## config.mk

```make
export PLATFORM = sky130hd
export DESIGN_NAME = junction_scheduler
export DESIGN_NICKNAME = d
export VERILOG_FILES = /design/src/rtl/junction_scheduler.sv
export SDC_FILE = /design/constraint.sdc
export NUM_CORES = 1
export LEC_CHECK = 0
export ABC_AREA = 1
export CORE_AREA = 2 2 52 54
export DETAILED_ROUTE_END_ITERATION = 12
export DIE_AREA = 0 0 54 56
export PLACE_DENSITY = 0.74
export SETUP_SLACK_MARGIN = 0.02
export SLEW_MARGIN = 15
export SYNTH_ARGS = -nofsm -noshare
export SYNTH_HDL_FRONTEND = slang
export SYNTH_SLANG_ARGS = --single-unit
export TNS_END_PERCENT = 50
```

## constraint.sdc

```tcl
create_clock -name clk_i -period 1.9 [get_ports clk_i]
set_input_delay 0.38 -clock clk_i [delete_from_list [all_inputs] [get_ports clk_i]]
set_output_delay 0.38 -clock clk_i [all_outputs]
set_load 0.05 [all_outputs]
```

## src/rtl/junction_scheduler.sv

```systemverilog
// Purpose: two-approach junction sequencer (A main, B side) with a shared pedestrian walk phase.
// Latency: lamps are registered from the next-state decode, so they change on the same edge as the state.
// Backpressure: none; sensors are sampled only at decision edges, and a button press is latched until served.
//
// Ports:
//   clk_i                            system clock
//   rst_ni                           synchronous active-low reset (aborts any phase, drops pending walk)
//   req_a_i / req_b_i                vehicle sensor levels for approach A / B (already synchronised)
//   ped_button_i                     pedestrian button; any high cycle outside WALK latches a request
//   a_red_o a_amber_o a_green_o      approach A lamp lines
//   b_red_o b_amber_o b_green_o      approach B lamp lines
//   walk_o                           pedestrian walk lamp
module junction_scheduler #(
    parameter int GREEN_MIN   = 6,
    parameter int GREEN_MAX   = 12,
    parameter int AMBER_T     = 2,
    parameter int RED_AMBER_T = 2,
    parameter int ALL_RED_T   = 2,
    parameter int WALK_T      = 7,
    parameter int CNT_W       = 8
) (
    input  logic clk_i,
    input  logic rst_ni,
    input  logic req_a_i,
    input  logic req_b_i,
    input  logic ped_button_i,
    output logic a_red_o,
    output logic a_amber_o,
    output logic a_green_o,
    output logic b_red_o,
    output logic b_amber_o,
    output logic b_green_o,
    output logic walk_o
);

    typedef enum logic [2:0] {
        ST_ALL_RED     = 3'd0,
        ST_A_RED_AMBER = 3'd1,
        ST_A_GREEN     = 3'd2,
        ST_A_AMBER     = 3'd3,
        ST_B_RED_AMBER = 3'd4,
        ST_B_GREEN     = 3'd5,
        ST_B_AMBER     = 3'd6,
        ST_WALK        = 3'd7
    } state_t;

    typedef struct packed {
        logic a_red;
        logic a_amber;
        logic a_green;
        logic b_red;
        logic b_amber;
        logic b_green;
        logic walk;
    } lamp_t;

    // Last count value of each timed phase; the phase leaves at the end of that cycle.
    localparam logic [CNT_W-1:0] GMIN_END      = CNT_W'(GREEN_MIN - 1);
    localparam logic [CNT_W-1:0] GMAX_END      = CNT_W'(GREEN_MAX - 1);
    localparam logic [CNT_W-1:0] AMBER_END     = CNT_W'(AMBER_T - 1);
    localparam logic [CNT_W-1:0] RED_AMBER_END = CNT_W'(RED_AMBER_T - 1);
    localparam logic [CNT_W-1:0] ALL_RED_END   = CNT_W'(ALL_RED_T - 1);
    localparam logic [CNT_W-1:0] WALK_END      = CNT_W'(WALK_T - 1);
    localparam logic [CNT_W-1:0] CNT_ONE       = CNT_W'(1);

    state_t           state_q;
    state_t           state_nxt;
    logic [CNT_W-1:0] cnt_q;
    logic [CNT_W-1:0] cnt_nxt;
    logic             ped_pend_q;
    logic             ped_pend_nxt;
    logic             last_a_q;      // 1: A was the most recent green, 0: B
    logic             last_a_nxt;
    lamp_t            lamp_q;

    logic             a_green_exit;
    logic             b_green_exit;
    logic             in_green;
    logic             state_change;

    // Lamp pattern for a state. Both heads default to red so any state not
    // explicitly granting an approach keeps it stopped.
    function automatic lamp_t lamp_decode(input state_t s);
        lamp_t l;
        l       = '0;
        l.a_red = 1'b1;
        l.b_red = 1'b1;
        case (s)
            ST_A_RED_AMBER: l.a_amber = 1'b1;
            ST_A_GREEN: begin
                l.a_red   = 1'b0;
                l.a_green = 1'b1;
            end
            ST_A_AMBER: begin
                l.a_red   = 1'b0;
                l.a_amber = 1'b1;
            end
            ST_B_RED_AMBER: l.b_amber = 1'b1;
            ST_B_GREEN: begin
                l.b_red   = 1'b0;
                l.b_green = 1'b1;
            end
            ST_B_AMBER: begin
                l.b_red   = 1'b0;
                l.b_amber = 1'b1;
            end
            ST_WALK: l.walk = 1'b1;
            default: l.walk = 1'b0;
        endcase
        return l;
    endfunction

    // A green may only end once the minimum has been served and something
    // else wants the junction; it then ends on a traffic gap or at the max.
    // The max compare relies on cnt saturating at GMAX_END while green.
    assign a_green_exit = (cnt_q >= GMIN_END) && (req_b_i || ped_pend_q)
                          && (!req_a_i || (cnt_q == GMAX_END));
    assign b_green_exit = (cnt_q >= GMIN_END) && (req_a_i || ped_pend_q)
                          && (!req_b_i || (cnt_q == GMAX_END));

    assign in_green     = (state_q == ST_A_GREEN) || (state_q == ST_B_GREEN);
    assign state_change = (state_nxt != state_q);

    always_comb begin
        state_nxt = state_q;
        case (state_q)
            ST_ALL_RED: begin
                if (cnt_q == ALL_RED_END) begin
                    // Walk first, then the approach opposite the last green
                    // when it asks, then whoever asks, else rest on main.
                    if (ped_pend_q) begin
                        state_nxt = ST_WALK;
                    end else if (last_a_q && req_b_i) begin
                        state_nxt = ST_B_RED_AMBER;
                    end else if (!last_a_q && req_a_i) begin
                        state_nxt = ST_A_RED_AMBER;
                    end else if (req_a_i) begin
                        state_nxt = ST_A_RED_AMBER;
                    end else if (req_b_i) begin
                        state_nxt = ST_B_RED_AMBER;
                    end else begin
                        state_nxt = ST_A_RED_AMBER;
                    end
                end
            end
            ST_A_RED_AMBER: begin
                if (cnt_q == RED_AMBER_END) state_nxt = ST_A_GREEN;
            end
            ST_A_GREEN: begin
                if (a_green_exit) state_nxt = ST_A_AMBER;
            end
            ST_A_AMBER: begin
                if (cnt_q == AMBER_END) state_nxt = ST_ALL_RED;
            end
            ST_B_RED_AMBER: begin
                if (cnt_q == RED_AMBER_END) state_nxt = ST_B_GREEN;
            end
            ST_B_GREEN: begin
                if (b_green_exit) state_nxt = ST_B_AMBER;
            end
            ST_B_AMBER: begin
                if (cnt_q == AMBER_END) state_nxt = ST_ALL_RED;
            end
            ST_WALK: begin
                if (cnt_q == WALK_END) state_nxt = ST_ALL_RED;
            end
            default: state_nxt = ST_ALL_RED;
        endcase
    end

    always_comb begin
        // Greens hold the count at the max so a long rest never wraps it;
        // every other phase leaves before reaching its own wrap point.
        if (state_change) begin
            cnt_nxt = '0;
        end else if (in_green && (cnt_q == GMAX_END)) begin
            cnt_nxt = cnt_q;
        end else begin
            cnt_nxt = cnt_q + CNT_ONE;
        end

        // Entering WALK serves the request; a press landing on that same
        // edge is covered by the walk about to start.
        ped_pend_nxt = ped_pend_q;
        if (state_change && (state_nxt == ST_WALK)) begin
            ped_pend_nxt = 1'b0;
        end else if (ped_button_i && (state_q != ST_WALK)) begin
            ped_pend_nxt = 1'b1;
        end

        // Only green entries move the alternation pointer; WALK leaves it.
        last_a_nxt = last_a_q;
        if (state_change && (state_nxt == ST_A_GREEN)) begin
            last_a_nxt = 1'b1;
        end else if (state_change && (state_nxt == ST_B_GREEN)) begin
            last_a_nxt = 1'b0;
        end
    end

    always_ff @(posedge clk_i) begin
        if (!rst_ni) begin
            state_q    <= ST_ALL_RED;
            cnt_q      <= '0;
            ped_pend_q <= 1'b0;
            last_a_q   <= 1'b0;
            lamp_q     <= lamp_decode(ST_ALL_RED);
        end else begin
            state_q    <= state_nxt;
            cnt_q      <= cnt_nxt;
            ped_pend_q <= ped_pend_nxt;
            last_a_q   <= last_a_nxt;
            // Lamps are flopped from the next state so they always equal the
            // decode of state_q, without decode glitches on the lamp lines.
            lamp_q     <= lamp_decode(state_nxt);
        end
    end

    assign a_red_o   = lamp_q.a_red;
    assign a_amber_o = lamp_q.a_amber;
    assign a_green_o = lamp_q.a_green;
    assign b_red_o   = lamp_q.b_red;
    assign b_amber_o = lamp_q.b_amber;
    assign b_green_o = lamp_q.b_green;
    assign walk_o    = lamp_q.walk;

endmodule

```

### After elaboration in Yosys (flattened, before gate mapping)

Index checks and enable logic that the tools add are counted.

| operators by class | value |
|---|---|
| magnitude comparators | 1 |
| eq/ne operators | 19 |
| reduce and logical (&&, ||, !) cells | 28 |
| $add $sub $neg | 1 |
| muxes and demuxes | 22 |
| bitwise logic cells | 1 |

Operators with widths:

| operator | count |
|---|---|
| 3-bit two-way mux | 12 |
| 3-bit == test, second input constant | 8 |
| 3-bit one-hot mux with 7 select lines | 1 |
| 2-bit OR reduction | 7 |
| 3-bit by 2-bit == test with 1-bit output, second input constant | 4 |
| 1-bit logical AND | 11 |
| 1-bit two-way mux | 9 |
| 8-bit by 1-bit adder with 8-bit output, second input constant | 1 |
| 8-bit by 1-bit == test with 1-bit output, second input constant | 1 |
| 8-bit by 3-bit == test with 1-bit output, second input constant | 1 |
| 8-bit by 4-bit == test with 1-bit output, second input constant | 1 |
| 8-bit by 3-bit greater-or-equal comparator with 1-bit output, second input constant | 1 |
| 3-bit by 1-bit == test with 1-bit output, second input constant | 2 |
| 1-bit logical OR | 5 |
| 1-bit zero test | 3 |
| 3-bit zero test | 1 |
| 3-bit inequality test | 1 |
| 3-bit inequality test, second input constant | 1 |
| 2-bit nonzero test | 1 |
| 1-bit inverter | 1 |

| storage, ports and cells | value |
|---|---|
| register bits | 20 |
| logic and storage cells | 83 |
| input bits | 5 |
| output and inout port bits | 7 |

### Depth between registers and ports, before layout

| depth | value |
|---|---|
| word-level depth | 11 |
| depth in mapped cells | 15 |
| mapped depth without buffers | 15 |

### Worst setup path after synthesis

Ideal clock, no wire load.

| path | value |
|---|---|
| path kind | register to register |
| from | reg cnt_q[0] |
| to | reg cnt_q[0] |
| data arrival time | 1.540 ns |
| path buffers | 0 |
| data required time | 1.835 ns |
| stages on the path, launching flop included | 12 |
| slack | 0.295 ns |
| clock period less this slack | 1.605 ns |
| library setup time | 0.065 ns |
| cells stage by stage | dfxtp_1 -> ha_1 -> nand3_1 -> o21ai_1 -> nand3_1 -> nand2_1 -> nand3_2 -> nand2_2 -> nand2_1 -> nand2_2 -> nand3_4 -> nor2_1 |

| on the way | value |
|---|---|
| cells in the longest elaborated chain, start to end | 7 |
| elaborated cells between the ends (all ways) | 22 |
| those cells by class | add/sub (1); order compare (1); eq/ne (4); mux (8); reduce/logical (8) |

RTL lines:

| what | RTL line | source |
|---|---|---|
| start: declaration | 68 | `logic [CNT_W-1:0] cnt_q;` |
| start signal: assignment | 209 | `cnt_q <= cnt_nxt;` |
| 8-bit by 3-bit greater-or-equal comparator with 1-bit output / 8-bit by 4-bit == test with 1-bit output (equally long branches) | - |  |
| 1-bit logical AND (tied with other cells) | 118 | `assign b_green_exit = (cnt_q >= GMIN_END) && (req_a_i \|\| ped_pend_q)` |
| 1-bit logical AND (on tied branches) | 119, 117 |  |
| 3-bit two-way mux (on tied branches) | 159, 150 |  |
| 3-bit one-hot mux with 7 select lines | 126 | `case (state_q)` |
| 3-bit inequality test | 122 | `assign state_change = (state_nxt != state_q);` |
| 2-bit OR reduction (no line) | - |  |

Parallel ways exist; a longest one is shown, timed or not.
A chain may end at the register's enable or synchronous reset.

### Final worst setup path

| path | value |
|---|---|
| from | reg cnt_q[4] |
| to | reg cnt_q[0] |

Same word-level chain as after synthesis.

==> impl_metrics.py <==
metrics = {
    "layout": {
        "syn_to_final_growth_pct": 35.2,
        "nets": 190,
        "stdcell_count": 210,
        "design_area_mm2": 0.00153,
        "final_common_cell": "nand2_1",
        "drive_gt1_share_pct": 38.9,
        "final_cell_mix": "nand2_1 (25), dfxtp_1 (16), inv_1 (14), nor2_1 (14), clkdlybuf4s50_1 (11)",
        "antenna_cells": 0,
        "nFillCells": 198,
    },
    "job": {
        "drv_cap": 0,
    },
    "clocking": {
        "cts_tree": "yes",
        "cts_buffer_depth": 2,
        "cts_hold_buffers": 0,
        "clk_latency_ns": 0.29,
        "cts_root_buf": "clkbuf_4",
        "cts_buffers": 3,
        "cts.htree.levels": 1,
        "clkSlewWorstSetupHoldPaths_ns": 0.11,
        "clock_sink_count": 20,
    },
    "power_and_ir_drop": {
        "clkPwrFrac_pct": 12.5,
        "ir_drop_mv": 0.703,
        "power-per-cell-area_mw_per_mm2": 1280,
        "fin_total_pwr_w": 0.00196,
        "power_frac_seq_pct": 28.9,
        "p_leak_nw": 0.600,
        "p_comb_share_pct": 58.7,
        "switchingPower_w": 0.000917,
        "p_int_w": 0.00104,
        "swShare_pct": 46.8,
    },
    "logic_synthesis": {
        "synth_area_per_cell_um2": 7.17,
        "yosys_warnings": 0,
        "yosysSeqAreaShare_pct": 35.3,
        "synth_cell_type_count": 26,
        "syn_inst": 158,
        "synth_fp_nets": 167,
        "syn_area_mm2": 0.00113,
        "ys_seq_elements": 20,
    },
    "sta": {
        "skew_ns": 0.00595,
        "worst_slack_ns": 0.0756,
        "finalCritPeriodShare_pct": 96.0,
        "setup_violations": 0,
        "period_needed_ns": 1.82,
        "final_max_slew_viol_count": 0,
        "hold_viol_final": 0,
        "clock.fmax_mhz": 548,
        "relSlewSlack_pct": 65.9,
        "fin_tns_setup_ns": 0,
        "tightest_slew_ns": 0.509,
    },
    "floorplanning": {
        "die_w_um": 54,
        "start_util_pct": 46.6,
        "core_area_mm2": 0.00243,
        "die_area_mm2": 0.00302,
        "die_y_um": 56,
        "rows": 18,
        "ios": 12,
    },
    "global_route": {
        "track_usage_pct": 16.5,
        "antenna_found_initial": 0,
        "grt_overflow_total": 0,
        "grt_max_degree": 12,
        "grt_pass1_wl_mm": 3.75,
        "grt_pass1_vias": 942,
    },
    "worst_setup_path": {
        "arrival_ns": 2.05,
        "worstPathRequired_ns": 2.13,
        "worstPathMaxFanout": 8,
        "start_kind": "flop",
        "critPathKind": "flop to flop",
        "endpoint_kind": "flop",
    },
    "route": {
        "first_pass_iters": 4,
        "wire_per_inst_um": 13.4,
        "drt_iter0_drc": 27,
        "vias": 1116,
        "wl_mm": 2.82,
        "routed_via_density": 5.31,
        "antenna_left": 0,
        "drcViolationCount": 0,
    },
    "place": {
        "pre_cts_ws_ns": -0.0681,
        "numPortBuffers": 11,
        "place_hpwl_mm": 1.85,
        "postPlaceCellArea_mm2": 0.00127,
        "dp.cells": 198,
        "gp_congestion": 0.890,
    },
    "worst_hold_path": {
        "hp-class": "flop to flop",
    },
    "outcome": {
        "status": "completed",
    },
}
==> stage by stage <==
step                util (%)  hold WS [ns]
finish                  63.0         0.533
global route            63.0         0.567
CTS                     53.8         0.546
detailed placement      52.2         0.516
global placement        52.2         0.506
floorplan                  -         0.455
==> final timing paths <==
path,startpoint,end,slack (ns),cells after the start
setup / recovery,cnt_q[4],cnt_q[0],0.08,11
hold / removal,last_a_q,last_a_q,0.53,2
setup reg to reg,cnt_q[4],cnt_q[0],0.08,11
hold reg to reg,last_a_q,last_a_q,0.53,2
==> sequential cells by signal (all words and copies together) (netlist names) <==
name        cells
b_amber_o       1
b_green_o       1
walk_o          1
a_amber_o       1
a_green_o       1
b_red_o         1
a_red_o         1
last_a_q        1
ped_pend_q      1
cnt_q           8
state_q         3
==> power groups by stage <==
stage               registers (W)  logic [W]  clock network, W
floorplan                0.000609   0.000587                 0
finish                   0.000566    0.00115          0.000245
CTS                      0.000545   0.000838          0.000249
detailed placement       0.000553   0.000835                 0
global placement         0.000549   0.000815                 0
global route             0.000573    0.00125          0.000264
==> final cells by class <==
| type | instances | area, µm² | share of cell area [%] |
|---|---|---|---|
| repair buffers | 20 | 181 | 11.8 |
| multi-input cells | 115 | 786 | 51.3 |
| well taps | 30 | 37.5 | 2.45 |
| clock buffers | 4 | 36.3 | 2.37 |
| inverters | 21 | 81.3 | 5.31 |
| flip-flops and latches | 20 | 410 | 26.8 |
==> cells in the mapped netlist <==
master / number / area share (%)
a21oi_1: 6 / 2.6
and3_1: 1 / 0.55
buf_2: 1 / 0.44
clkbuf_8: 1 / 1.2
dfxtp_1: 20 / 35
ha_1: 4 / 4.4
inv_1: 16 / 5.3
inv_2: 5 / 1.7
nand2_1: 33 / 11
nand2_2: 4 / 2.2
nand3_1: 12 / 5.3
nand3_2: 5 / 4.4
nand3_4: 1 / 1.5
nand4_1: 1 / 0.55
nor2_1: 24 / 7.9
nor2_2: 2 / 1.1
nor2_4: 1 / 0.99
nor3_1: 2 / 0.88
nor3_2: 3 / 2.6
nor3b_1: 1 / 0.66
nor4_1: 3 / 1.7
o21ai_0: 3 / 1.3
o21ai_1: 2 / 0.88
o21ai_2: 1 / 0.77
xnor2_1: 3 / 2.3
xor2_1: 3 / 2.3
==> critical path, stage by stage, from the launching register on <==
cell and delay, ns:
dfxtp_1 0.36, nor2_2 0.16, nand2_4 0.10, nor2_4 0.22, nand2_2 0.10, nand2_1 0.11, nand2_2 0.09, nand3_2 0.11
nand2_2 0.07, nor2_4 0.14, nand3_4 0.16, nor2_2 0.13
==> routing by layer <==
metal | global-route usage (%) | vias up | part of all wire [%]
li1 | - | 545 | -
met1 | 19.8 | 522 | 43
met2 | 27.2 | 35 | 49
met3 | 4.03 | 14 | 4.0
met4 | 6.79 | 0 | 3.5
met5 | 0 | - | 0
==> cells by family (layout without fill, tap and decap cells) <==
group                    count (synthesis)  after routing  share of synthesized area (%)
AO/OA/AOI/OAI                           12             12                           5.63
XOR/XNOR                                 6              6                           4.64
adder cells (fa/ha/maj)                  4              4                           4.42
AND/OR/NAND/NOR                         93             93                           41.4
flip-flops                              20             20                           35.3
buffers and inverters                   23             45                           8.61
==> repair_timing <==
action / CTS / global route
pin swaps: 0 / 19
resized for setup: 1 / 48
endpoints found under the setup margin: 8 / 16
setup buffers: 0 / 8
Power figures use the tool's default switching activity.
